--- config.mk ---
export PLATFORM = sky130hd
export DESIGN_NAME = voice_alloc_flat
export DESIGN_NICKNAME = d
export VERILOG_FILES = /design/src/rtl/voice_alloc_pkg.sv /design/src/rtl/voice_alloc_if.sv /design/src/rtl/midi_parser.sv /design/src/rtl/voice_alloc.sv /design/src/flat_wrapper.sv
export SDC_FILE = /design/constraint.sdc
export NUM_CORES = 1
export LEC_CHECK = 0
export ABC_AREA = 1
export BUFFER_PORTS_ARGS = -buffer_cell sky130_fd_sc_hd__buf_2
export CAP_MARGIN = 20
export CORE_AREA = 4 4 155 157
export CTS_BUF_LIST = sky130_fd_sc_hd__clkbuf_4 sky130_fd_sc_hd__clkbuf_8
export DETAILED_ROUTE_END_ITERATION = 8
export DIE_AREA = 0 0 159 161
export PLACE_DENSITY_LB_ADDON = 0.3
export SYNTH_ARGS = -nofsm -noshare
export SYNTH_HDL_FRONTEND = slang
export SYNTH_SLANG_ARGS = --single-unit
--- constraint.sdc ---
create_clock -name clk -period 3.86 [get_ports clk]
set_clock_uncertainty 0.15 [all_clocks]
set_input_delay 0.579 -clock clk [delete_from_list [all_inputs] [get_ports clk]]
set_output_delay 0.579 -clock clk [all_outputs]
set_load 0.05 [all_outputs]
--- src/rtl/voice_alloc_pkg.sv ---
// voice_alloc_pkg: shared MIDI constants, parser state encoding and the
// decoded-message record passed from the byte parser to the allocator.
package voice_alloc_pkg;

    // MIDI status high nibbles
    localparam logic [3:0] ST_NOTE_OFF = 4'h8;
    localparam logic [3:0] ST_NOTE_ON  = 4'h9;
    localparam logic [3:0] ST_POLY_AT  = 4'hA;
    localparam logic [3:0] ST_CC       = 4'hB;
    localparam logic [3:0] ST_PC       = 4'hC;
    localparam logic [3:0] ST_CH_AT    = 4'hD;
    localparam logic [3:0] ST_PITCH    = 4'hE;

    typedef enum logic [2:0] {IDLE, DATA1, DATA2, LOOKUP, EMIT} parse_state_e;

    typedef struct packed {
        logic [3:0] kind;   // status high nibble
        logic [3:0] chan;
        logic [6:0] d1;
        logic [6:0] d2;
    } midi_msg_t;

    // Program change and channel aftertouch carry a single data byte.
    function automatic logic two_data(input logic [3:0] kind);
        return !(kind == ST_PC || kind == ST_CH_AT);
    endfunction

endpackage

--- src/rtl/voice_alloc_if.sv ---
// voice_alloc_if: MIDI byte stream in (valid/ready) and synth event bus out.
//   master: byte source / event sink (testbench or upstream UART side)
//   slave : voice_alloc
interface voice_alloc_if;
    logic [7:0] midi_byte;
    logic       midi_valid;
    logic       midi_ready;
    logic       note_pressed;
    logic       note_released;
    logic       note_keypress;
    logic       pitch_wheel;
    logic [6:0] note;
    logic [6:0] velocity;
    logic [3:0] channel;
    logic [7:0] addr;

    modport master (
        output midi_byte, midi_valid,
        input  midi_ready, note_pressed, note_released, note_keypress,
               pitch_wheel, note, velocity, channel, addr
    );

    modport slave (
        input  midi_byte, midi_valid,
        output midi_ready, note_pressed, note_released, note_keypress,
               pitch_wheel, note, velocity, channel, addr
    );
endinterface

--- src/rtl/midi_parser.sv ---
// midi_parser: MIDI byte parser with running status.
//   clk, rst (async, active-low)
//   midi_byte/midi_valid/midi_ready : byte handshake
//   msg_valid : one-cycle pulse (the LOOKUP cycle) with msg holding the
//               decoded note/aftertouch/pitch message
// After an event-bearing message completes, ready drops for the LOOKUP and
// EMIT cycles so the allocator finishes before the next byte arrives.
module midi_parser
    import voice_alloc_pkg::*;
(
    input  logic       clk,
    input  logic       rst,
    input  logic [7:0] midi_byte,
    input  logic       midi_valid,
    output logic       midi_ready,
    output logic       msg_valid,
    output midi_msg_t  msg
);

    parse_state_e state_q;
    logic [7:0]   rs_q;     // running status byte, meaningful outside IDLE
    logic [6:0]   d1_q;
    logic [6:0]   d2_q;
    logic         ready_q;

    always_ff @(posedge clk or negedge rst) begin
        if (!rst) begin
            state_q <= IDLE;
            rs_q    <= '0;
            d1_q    <= '0;
            d2_q    <= '0;
            ready_q <= 1'b0;
        end else begin
            case (state_q)
                LOOKUP: state_q <= EMIT;
                EMIT: begin
                    state_q <= DATA1;   // running status survives the event
                    ready_q <= 1'b1;
                end
                default: begin
                    ready_q <= 1'b1;
                    if (midi_valid && ready_q) begin
                        if (midi_byte[7]) begin
                            // 0xF8-0xFF real-time: no effect on parser state
                            if (midi_byte < 8'hF0) begin
                                rs_q    <= midi_byte;
                                state_q <= DATA1;
                            end else if (midi_byte < 8'hF8) begin
                                state_q <= IDLE;
                            end
                        end else if (state_q == DATA1) begin
                            d1_q <= midi_byte[6:0];
                            // one-byte messages are consumed in place
                            if (two_data(rs_q[7:4])) state_q <= DATA2;
                        end else if (state_q == DATA2) begin
                            d2_q <= midi_byte[6:0];
                            if (rs_q[7:4] == ST_CC) begin
                                state_q <= DATA1;
                            end else begin
                                state_q <= LOOKUP;
                                ready_q <= 1'b0;
                            end
                        end
                        // data byte in IDLE: no running status, dropped
                    end
                end
            endcase
        end
    end

    assign midi_ready = ready_q;
    assign msg_valid  = (state_q == LOOKUP);
    assign msg        = {rs_q, d1_q, d2_q};

endmodule

--- src/rtl/voice_alloc.sv ---
// voice_alloc: MIDI note to voice-slot allocator.
//   clk, rst (async, active-low)
//   bus (voice_alloc_if.slave): MIDI byte input and registered event strobes
//   with note/velocity/channel/addr payload.
// Slot search (hit, lowest free) is combinational over all slots during the
// parser's LOOKUP cycle; results land in the output registers one cycle later.
module voice_alloc
    import voice_alloc_pkg::*;
#(
    parameter int NUM_VOICES = 16
) (
    input  logic         clk,
    input  logic         rst,
    voice_alloc_if.slave bus
);

    localparam int IDX_W = $clog2(NUM_VOICES);

    midi_msg_t msg;
    logic      msg_valid;

    midi_parser u_parser (
        .clk        (clk),
        .rst        (rst),
        .midi_byte  (bus.midi_byte),
        .midi_valid (bus.midi_valid),
        .midi_ready (bus.midi_ready),
        .msg_valid  (msg_valid),
        .msg        (msg)
    );

    logic [NUM_VOICES-1:0]       vld_q, vld_d;
    logic [NUM_VOICES-1:0][3:0]  sch_q, sch_d;
    logic [NUM_VOICES-1:0][6:0]  snote_q, snote_d;
    logic [IDX_W-1:0]            steal_q, steal_d;
    logic [IDX_W-1:0]            hit_idx, free_idx, sel;
    logic                        hit, free;

    logic       pressed_q, pressed_d, released_q, released_d;
    logic       keypress_q, keypress_d, pitch_q, pitch_d;
    logic [6:0] note_q, note_d, vel_q, vel_d;
    logic [3:0] ch_q, ch_d;
    logic [7:0] addr_q, addr_d;

    // Priority search: walking downward lets the lowest index win.
    always_comb begin
        hit      = 1'b0;
        hit_idx  = '0;
        free     = 1'b0;
        free_idx = '0;
        for (int i = NUM_VOICES - 1; i >= 0; i--) begin
            if (vld_q[i] && sch_q[i] == msg.chan && snote_q[i] == msg.d1) begin
                hit     = 1'b1;
                hit_idx = IDX_W'(i);
            end
            if (!vld_q[i]) begin
                free     = 1'b1;
                free_idx = IDX_W'(i);
            end
        end
    end

    assign sel = hit ? hit_idx : (free ? free_idx : steal_q);

    always_comb begin
        vld_d      = vld_q;
        sch_d      = sch_q;
        snote_d    = snote_q;
        steal_d    = steal_q;
        pressed_d  = 1'b0;
        released_d = 1'b0;
        keypress_d = 1'b0;
        pitch_d    = 1'b0;
        note_d     = note_q;
        vel_d      = vel_q;
        ch_d       = ch_q;
        addr_d     = addr_q;
        if (msg_valid) begin
            case (msg.kind)
                ST_NOTE_ON, ST_NOTE_OFF: begin
                    if (msg.kind == ST_NOTE_ON && msg.d2 != 7'd0) begin
                        vld_d[sel]   = 1'b1;
                        sch_d[sel]   = msg.chan;
                        snote_d[sel] = msg.d1;
                        // pointer only advances when a slot is actually stolen
                        if (!hit && !free)
                            steal_d = (steal_q == IDX_W'(NUM_VOICES - 1)) ? '0 : steal_q + 1'b1;
                        pressed_d = 1'b1;
                        note_d    = msg.d1;
                        vel_d     = msg.d2;
                        ch_d      = msg.chan;
                        addr_d    = 8'(sel);
                    end else if (hit) begin
                        vld_d[hit_idx] = 1'b0;
                        released_d     = 1'b1;
                        note_d         = msg.d1;
                        vel_d          = msg.d2;
                        ch_d           = msg.chan;
                        addr_d         = 8'(hit_idx);
                    end
                end
                ST_POLY_AT: begin
                    if (hit) begin
                        keypress_d = 1'b1;
                        note_d     = msg.d1;
                        vel_d      = msg.d2;
                        ch_d       = msg.chan;
                        addr_d     = 8'(hit_idx);
                    end
                end
                ST_PITCH: begin
                    pitch_d = 1'b1;
                    note_d  = msg.d2;   // MSB
                    vel_d   = msg.d1;   // LSB
                    ch_d    = msg.chan;
                    addr_d  = 8'd0;
                end
                default: ;
            endcase
        end
    end

    always_ff @(posedge clk or negedge rst) begin
        if (!rst) begin
            vld_q      <= '0;
            sch_q      <= '0;
            snote_q    <= '0;
            steal_q    <= '0;
            pressed_q  <= 1'b0;
            released_q <= 1'b0;
            keypress_q <= 1'b0;
            pitch_q    <= 1'b0;
            note_q     <= '0;
            vel_q      <= '0;
            ch_q       <= '0;
            addr_q     <= '0;
        end else begin
            vld_q      <= vld_d;
            sch_q      <= sch_d;
            snote_q    <= snote_d;
            steal_q    <= steal_d;
            pressed_q  <= pressed_d;
            released_q <= released_d;
            keypress_q <= keypress_d;
            pitch_q    <= pitch_d;
            note_q     <= note_d;
            vel_q      <= vel_d;
            ch_q       <= ch_d;
            addr_q     <= addr_d;
        end
    end

    assign bus.note_pressed  = pressed_q;
    assign bus.note_released = released_q;
    assign bus.note_keypress = keypress_q;
    assign bus.pitch_wheel   = pitch_q;
    assign bus.note          = note_q;
    assign bus.velocity      = vel_q;
    assign bus.channel       = ch_q;
    assign bus.addr          = addr_q;

endmodule

--- src/flat_wrapper.sv ---
// flat-port wrapper written by rule: the top's interface ports become plain ports
module voice_alloc_flat import voice_alloc_pkg::*;
#(
    parameter int NUM_VOICES = 16
)
  (clk, rst, bus_midi_byte, bus_midi_valid, bus_midi_ready, bus_note_pressed, bus_note_released, bus_note_keypress, bus_pitch_wheel, bus_note, bus_velocity, bus_channel, bus_addr);
  voice_alloc_if bus_i ();
  input  logic clk;
  input  logic rst;
  input wire logic [$bits(bus_i.midi_byte)-1:0] bus_midi_byte;
  input wire logic [$bits(bus_i.midi_valid)-1:0] bus_midi_valid;
  output wire logic [$bits(bus_i.midi_ready)-1:0] bus_midi_ready;
  output wire logic [$bits(bus_i.note_pressed)-1:0] bus_note_pressed;
  output wire logic [$bits(bus_i.note_released)-1:0] bus_note_released;
  output wire logic [$bits(bus_i.note_keypress)-1:0] bus_note_keypress;
  output wire logic [$bits(bus_i.pitch_wheel)-1:0] bus_pitch_wheel;
  output wire logic [$bits(bus_i.note)-1:0] bus_note;
  output wire logic [$bits(bus_i.velocity)-1:0] bus_velocity;
  output wire logic [$bits(bus_i.channel)-1:0] bus_channel;
  output wire logic [$bits(bus_i.addr)-1:0] bus_addr;
  assign bus_i.midi_byte = bus_midi_byte;
  assign bus_i.midi_valid = bus_midi_valid;
  assign bus_midi_ready = bus_i.midi_ready;
  assign bus_note_pressed = bus_i.note_pressed;
  assign bus_note_released = bus_i.note_released;
  assign bus_note_keypress = bus_i.note_keypress;
  assign bus_pitch_wheel = bus_i.pitch_wheel;
  assign bus_note = bus_i.note;
  assign bus_velocity = bus_i.velocity;
  assign bus_channel = bus_i.channel;
  assign bus_addr = bus_i.addr;
  voice_alloc #(.NUM_VOICES(NUM_VOICES)) u_core (.clk(clk), .rst(rst), .bus(bus_i));
endmodule
---- Yosys cells after proc, flatten, opt, wreduce, memory -nomap -nowiden ----
Index checks and enable logic that the tools add are counted.
storage, ports and cells
  register bits ........................... 252
  bits of input ports ..................... 11
  output and inout port bits .............. 31
  word-level logic and storage cells ...... 278
operators by class
  add/sub/neg operators ................... 1
  order comparisons ....................... 6
  eq/ne operators ......................... 46
  mux-type cells .......................... 117
  bitwise operators ....................... 6
  reduce and logical (&&, ||, !) cells .... 55
operator list
  cell                number
  $mux 4              38
  $bwmux 112          1
  $eq 7x7->1          16
  $bwmux 64           1
  $eq 4x4->1          16
  $mux 1              50
  $pmux 7 s3          2
  $logic_and 1x1->1   37
  $mux 7              5
  $eq 4x4->1 const B  8
  $mux 16             2
  $demux 7 s4         1
  $pmux 8 s3          1
  $mux 3              7
  $and 16x16->16      1
  $demux 4 s4         1
  $lt 8x8->1 const B  2
  $mux 8              2
  $not 16->16         1
  $or 16x16->16       1
  $reduce_and 4->1    4
  $pmux 4 s3          1
  $lt 4x5->1 const B  2
  $demux 1 s4         2
  other kinds (21)    29

---- Depth between registers and ports, before layout ----
  depth in word-level cells ............... 27
  mapped depth ............................ 32
  depth with buffers taken out ............ 28

---- Cells and area by module ----
A second synthesis with hierarchy kept.
second synthesis, totals
  cell total of the unflattened synthesis .. 1688
  area, all modules ....................... 13427.9 um^2
by module, submodules not included
  module       times used  cells each  area each (um^2)  sequential area each (um^2)
  voice_alloc  1           1550        12191.7           5655.4
  midi_parser  1           138         1236.2            650.6

---- Worst setup path after synthesis ----
No wires, ideal clock.
  kind .................................... register -> register
  from .................................... register u_core.u_parser.d1_q[2]
  to ...................................... register u_core.snote_q[59] in the netlist's numbering
  library setup time ...................... 117 ps
  arrival ................................. 2496 ps
  data required time ...................... 3593 ps
  path slack .............................. 1098 ps
  stages on the path, launching flop included .. 27
  path buffers ............................ 5
  period minus slack after synthesis ...... 2762 ps
  cell sequence ........................... dfrtp_1 > buf_4 > buf_6 > xor2_1 > nor3_1 > nand3_1 > nand2_1 > nand2_1 > nand2_1 > nand2_1 > nand2_1 > nand2_1 > nand2_1 > nand2_1 > nand2_1 > nand2_1 > nand2_2 > nand2_1 > nand2_2 > nand2_2 > buf_6 > nor2_4 > buf_6 > nand2_2 > buf_6 > nand2_1 > nand2_1
between the ends
  longest elaborated chain between the ends .. 24
  elaborated cells on any way between the ends .. 71
  those cells by class .................... order compare (2); eq/ne (16); mux (36); reduce/logical (17)
ends and longest elaborated chain
  element                                                         line                RTL
  start, declared                                                 midi_parser.sv:22   logic [6:0] d1_q;
  start signal, assigned                                          midi_parser.sv:52   d1_q <= midi_byte[6:0];
  $eq 7x7->1                                                      voice_alloc.sv:52   if (vld_q[i] && sch_q[i] == msg.chan && snote_q[i] == msg.d1) begin
  $logic_and 1x1->1                                               voice_alloc.sv:52
  $mux 4 or $mux 1 (tied branches) (16 in series)                 voice_alloc.sv:52
  $mux 4 (*)                                                      voice_alloc.sv:63   assign sel = hit ? hit_idx : (free ? free_idx : steal_q);
  $lt 4x5->1 (implied by the code) or $ge 4x1->1 (tied branches)  voice_alloc.sv:84   snote_d[sel] = msg.d1;
  $logic_and 1x1->1 (implied by the code)                         voice_alloc.sv:84
  $mux 7 (implied by the code)                                    voice_alloc.sv:84
  $demux 7 s4 (*)                                                 n/a
  $bwmux 112 (*)                                                  voice_alloc.sv:84
  end signal, assigned                                            voice_alloc.sv:140  snote_q <= snote_d;
  end, declared                                                   voice_alloc.sv:34   logic [NUM_VOICES-1:0][6:0] snote_q, snote_d;
Every way passes the cells marked *; elsewhere a longest branch is shown, timed or not.
A chain may end at the register's enable or synchronous reset.

---- Worst setup path in the final report ----
  from .................................... register u_core.u_parser.d1_q[1]
  to ...................................... register u_core.snote_q[39] in the netlist's numbering
The elaborated chain is that of the path after synthesis.

==> results.cfg <==
[status]
status = finished with violations
failed_checks = negative hold slack

[logic_synthesis]
synth_cell_types = 50
syn_inst = 1633
syn_nets = 1645
synthArstFlopShare_pct = 100.0
synth.cell_area_um2 = 13100
yosys_register_bits = 252
ys_seq_area_share_pct = 48.13
synth.largest_area_cell = dfrtp_1
synth.avg_cell_area_um2 = 8.024
synth_top_area_share_pct = 48.13
ys_warn_count = 0
synth_edf_count = 0
ys_top_cells_by_area = dfrtp_1 (48%), nand2_1 (14%), nand3_1 (4.9%)
synth_ff_type = dfrtp_1

[sta]
slew_viol_final = 0
worst_slew_pin_slew_ns = 0.9450
period_minus_slack_ns = 3.768
whs_ns = -0.03256
period_share_pct = 97.63
relSlewSlack_pct = 37.00
rsz0062_at_grt = true
hold_viol = 31
setup_viol = 0
clock.fmax_mhz = 265.4

[route]
totalWireLength_mm = 36.75
routedWlPerCell_um = 18.48
drc = 0
drt-initial-drc-count = 1163
ant_nets = 0
first_pass_iters = 5
vias_per_cell = 5.924
vias = 11776

[critical_path]
setup.worst_path.class = flip-flop to flip-flop
crit_chain = inv_2, buf_12, nor2_1, nor4_1, nand3_1, nand2_1, nand2_1, nand2_1, nand2_1, nand2_1, nand2_1, nand2_1, nand2_2, nand2_1, nand2_2, nand2_2, buf_4, nand3_2, nand2_1, o21ai_1
slowest_delay_ns = 0.46
crit_top_cell = nand2_1
worstReg2RegStart = u_core.u_parser.d1_q[1]$_DFFE_PN0P_
timing.critical_path.from = u_core.u_parser.d1_q[1]$_DFFE_PN0P_
startpoint_type = flip-flop
critPathCaptureType = flip-flop
cp.required_ns = 4.11
crit_arrival_ns = 4.02
crit_path_max_fanout = 23
crit_path_top_delay_cell = dfrtp_1

[pwr]
swShare_pct = 42.50
pwr_density_cell_nw_per_um2 = 660.1
seqPwrFrac_pct = 33.7
clkPwrFrac_pct = 25.6
finalPower_mw = 9.584
intPower_mw = 5.511
ir_drop_mv = 0.5806
combPwrFrac_pct = 40.7
p_leak_nw = 7.167
switching_power_mw = 4.074

[die]
core_um2 = 22500
die_h_um = 161
start_util_pct = 58.23
dieArea_um2 = 25600
pin_count = 42
num_rows = 55
die_w_um = 159

[finish]
area_growth_pct = 10.82
regArea_um2 = 6307
fin_util_pct = 64.53
layout_commonest_cell = nand2_1
final_nets = 1690
fillers = 1895
layout_common_cells = nand2_1 (501), dfrtp_1 (251), nand3_1 (127)
layout-drive-gt1-share_pct = 13.86
multi_input_area_um2 = 5736
diodes = 0

[clock_network]
clk_latency_ns = 0.56
cts_buffer_depth = 3
cts_hold_buffers = 0
clock-root-buffer = clkbuf_8
cts.clk_slew.worst_paths_ns = 0.06
numCtsBuffers = 43
clock_sinks = 252
cts_tree = built
h-tree-depth = 2

[placed_design]
gp_congestion = 0.8956
place_hpwl_mm = 24.79
io_buffers = 41

[grt]
grt_usage_pct = 28.44
antenna_found_initial = 0
grt_overflow = 0
grt_pass1_wl_mm = 59.34
grt_max_degree = 118
grt_pass1_vias = 11131

[min_path]
min_path_type = input pin to asynchronous set/reset pin

[job]
cap_viol_max_count = 0
cell usage after synthesis, drive strengths merged, types with 2 or more instances:
| cell | instances |
|---|---|
| a221oi | 17 |
| dfrtp | 252 |
| clkbuf | 20 |
| o22ai | 20 |
| nor2 | 69 |
| o221ai | 2 |
| o21ai | 207 |
| nand4 | 17 |
| nor3 | 24 |
| o311ai | 2 |
| nand2 | 517 |
| or2 | 16 |
| o211ai | 3 |
| buf | 88 |
| a21oi | 26 |
| a22oi | 14 |
| a22o | 3 |
| nand3 | 135 |
| nor4 | 12 |
| o2111ai | 10 |
| inv | 120 |
| xor2 | 21 |
| a32o | 2 |
| a31oi | 2 |
| xnor2 | 22 |
| a211oi | 3 |
registers in the layout, summed over array words and instances (netlist names):
signal / cells
u_core.vld_q: 16
u_core.bus.addr: 8
u_core.bus.note_keypress: 1
u_core.bus.pitch_wheel: 1
u_core.u_parser.state_q: 3
u_core.bus.note: 7
u_core.bus.velocity: 7
u_core.u_parser.d1_q: 7
u_core.u_parser.d2_q: 7
u_core.bus.note_released: 1
u_core.bus.channel: 4
u_core.snote_q: 112
u_core.bus.note_pressed: 1
u_core.sch_q: 64
u_core.u_parser.midi_ready: 1
u_core.steal_q: 4
u_core.u_parser.rs_q: 8
cell type report:
cell class / count / area share (%)
Sequential cell: 252 / 43.44
Multi-Input combinational cell: 1154 / 39.50
Tap cell: 285 / 2.456
Timing Repair Buffer: 106 / 5.532
Clock inverter: 12 / 0.6290
Inverter: 121 / 3.162
Clock buffer: 58 / 5.282
worst max-delay path: cells and delay by family (launching register included):
kind                   cells  cell delay (ns)
AO/OA/AOI/OAI              1             0.09
buffers and inverters      3             0.73
flip-flops                 1             0.46
AND/OR/NAND/NOR           16             2.16
repair_timing:
action / CTS / global route
setup endpoints to repair: 48 / 145
cloned: 1 / 1
resized for setup: 0 / 8
pin swaps: 1 / 2
buffers inserted: 0 / 1
hold endpoints to repair: 0 / 0
layer usage:
| layer | vias up | part of all wire, % | track usage, % |
|---|---|---|---|
| li1 | 5506 | - | - |
| met5 | - | 0 | 0 |
| met3 | 112 | 10 | 6.941 |
| met1 | 5578 | 42 | 39.78 |
| met4 | 0 | 3.5 | 10.34 |
| met2 | 580 | 44 | 43.65 |
logic make-up (layout without fill, tap and decap cells):
| family | count (synthesis) | count (layout) | synth area share [%] |
|---|---|---|---|
| DFF | 252 | 252 | 48.13 |
| AOI/OAI and AO/OA | 317 | 317 | 13.90 |
| and+or+nand+nor | 791 | 793 | 26.58 |
| adders and majority gates | 1 | 1 | 0.09548 |
| xor gates and xnor gates | 43 | 43 | 2.874 |
| buffers and inverters | 229 | 297 | 8.422 |
path summary, 6_finish.rpt:
kind | endpoint | slack, ns | cells after the start
worst min register to register | u_core.snote_q[5]$_DFFE_PN0P_ | 0.33 | 2
worst max-delay path | u_core.snote_q[39]$_DFFE_PN0P_ | 0.09 | 20
worst min-delay path | u_core.snote_q[103]$_DFFE_PN0P_ | -0.03 | 1
worst max register to register | u_core.snote_q[39]$_DFFE_PN0P_ | 0.09 | 20
max in group asynchronous | u_core.sch_q[17]$_DFFE_PN0P_ | 2.66 | 2
min in group clk | u_core.u_parser.d2_q[2]$_DFFE_PN0P_ | 0.20 | 3
power by group through the flow:
stage | Clock, mW | Combinational, mW | Sequential, mW
5_1_grt | 2.62 | 4.21 | 3.27
3_3_place_gp | 0 | 3.69 | 3.25
4_1_cts | 2.49 | 3.80 | 3.22
2_1_floorplan | 0 | 2.36 | 3.49
3_5_place_dp | 0 | 3.76 | 3.26
6_report | 2.46 | 3.90 | 3.23
metrics by stage:
stage | setup TNS, ns | worst slack (ns) | instances | area, um2 | hold slack, ns
detailed placement | -5.737 | -0.2267 | 1915 | 13600 | 0.3126
floorplan | 0 | 1.098 | 1633 | 13100 | 0.1334
finish | 0 | 0.09150 | 1988 | 14520 | -0.03256
global route | -6.296 | -0.1607 | 1988 | 14520 | 0.02683
CTS | 0 | 0.07645 | 1986 | 14460 | 0.006204
global placement | -2.407 | -0.1109 | 1915 | 13600 | 0.3069
Note: power is estimated with default switching activity, not from simulation.
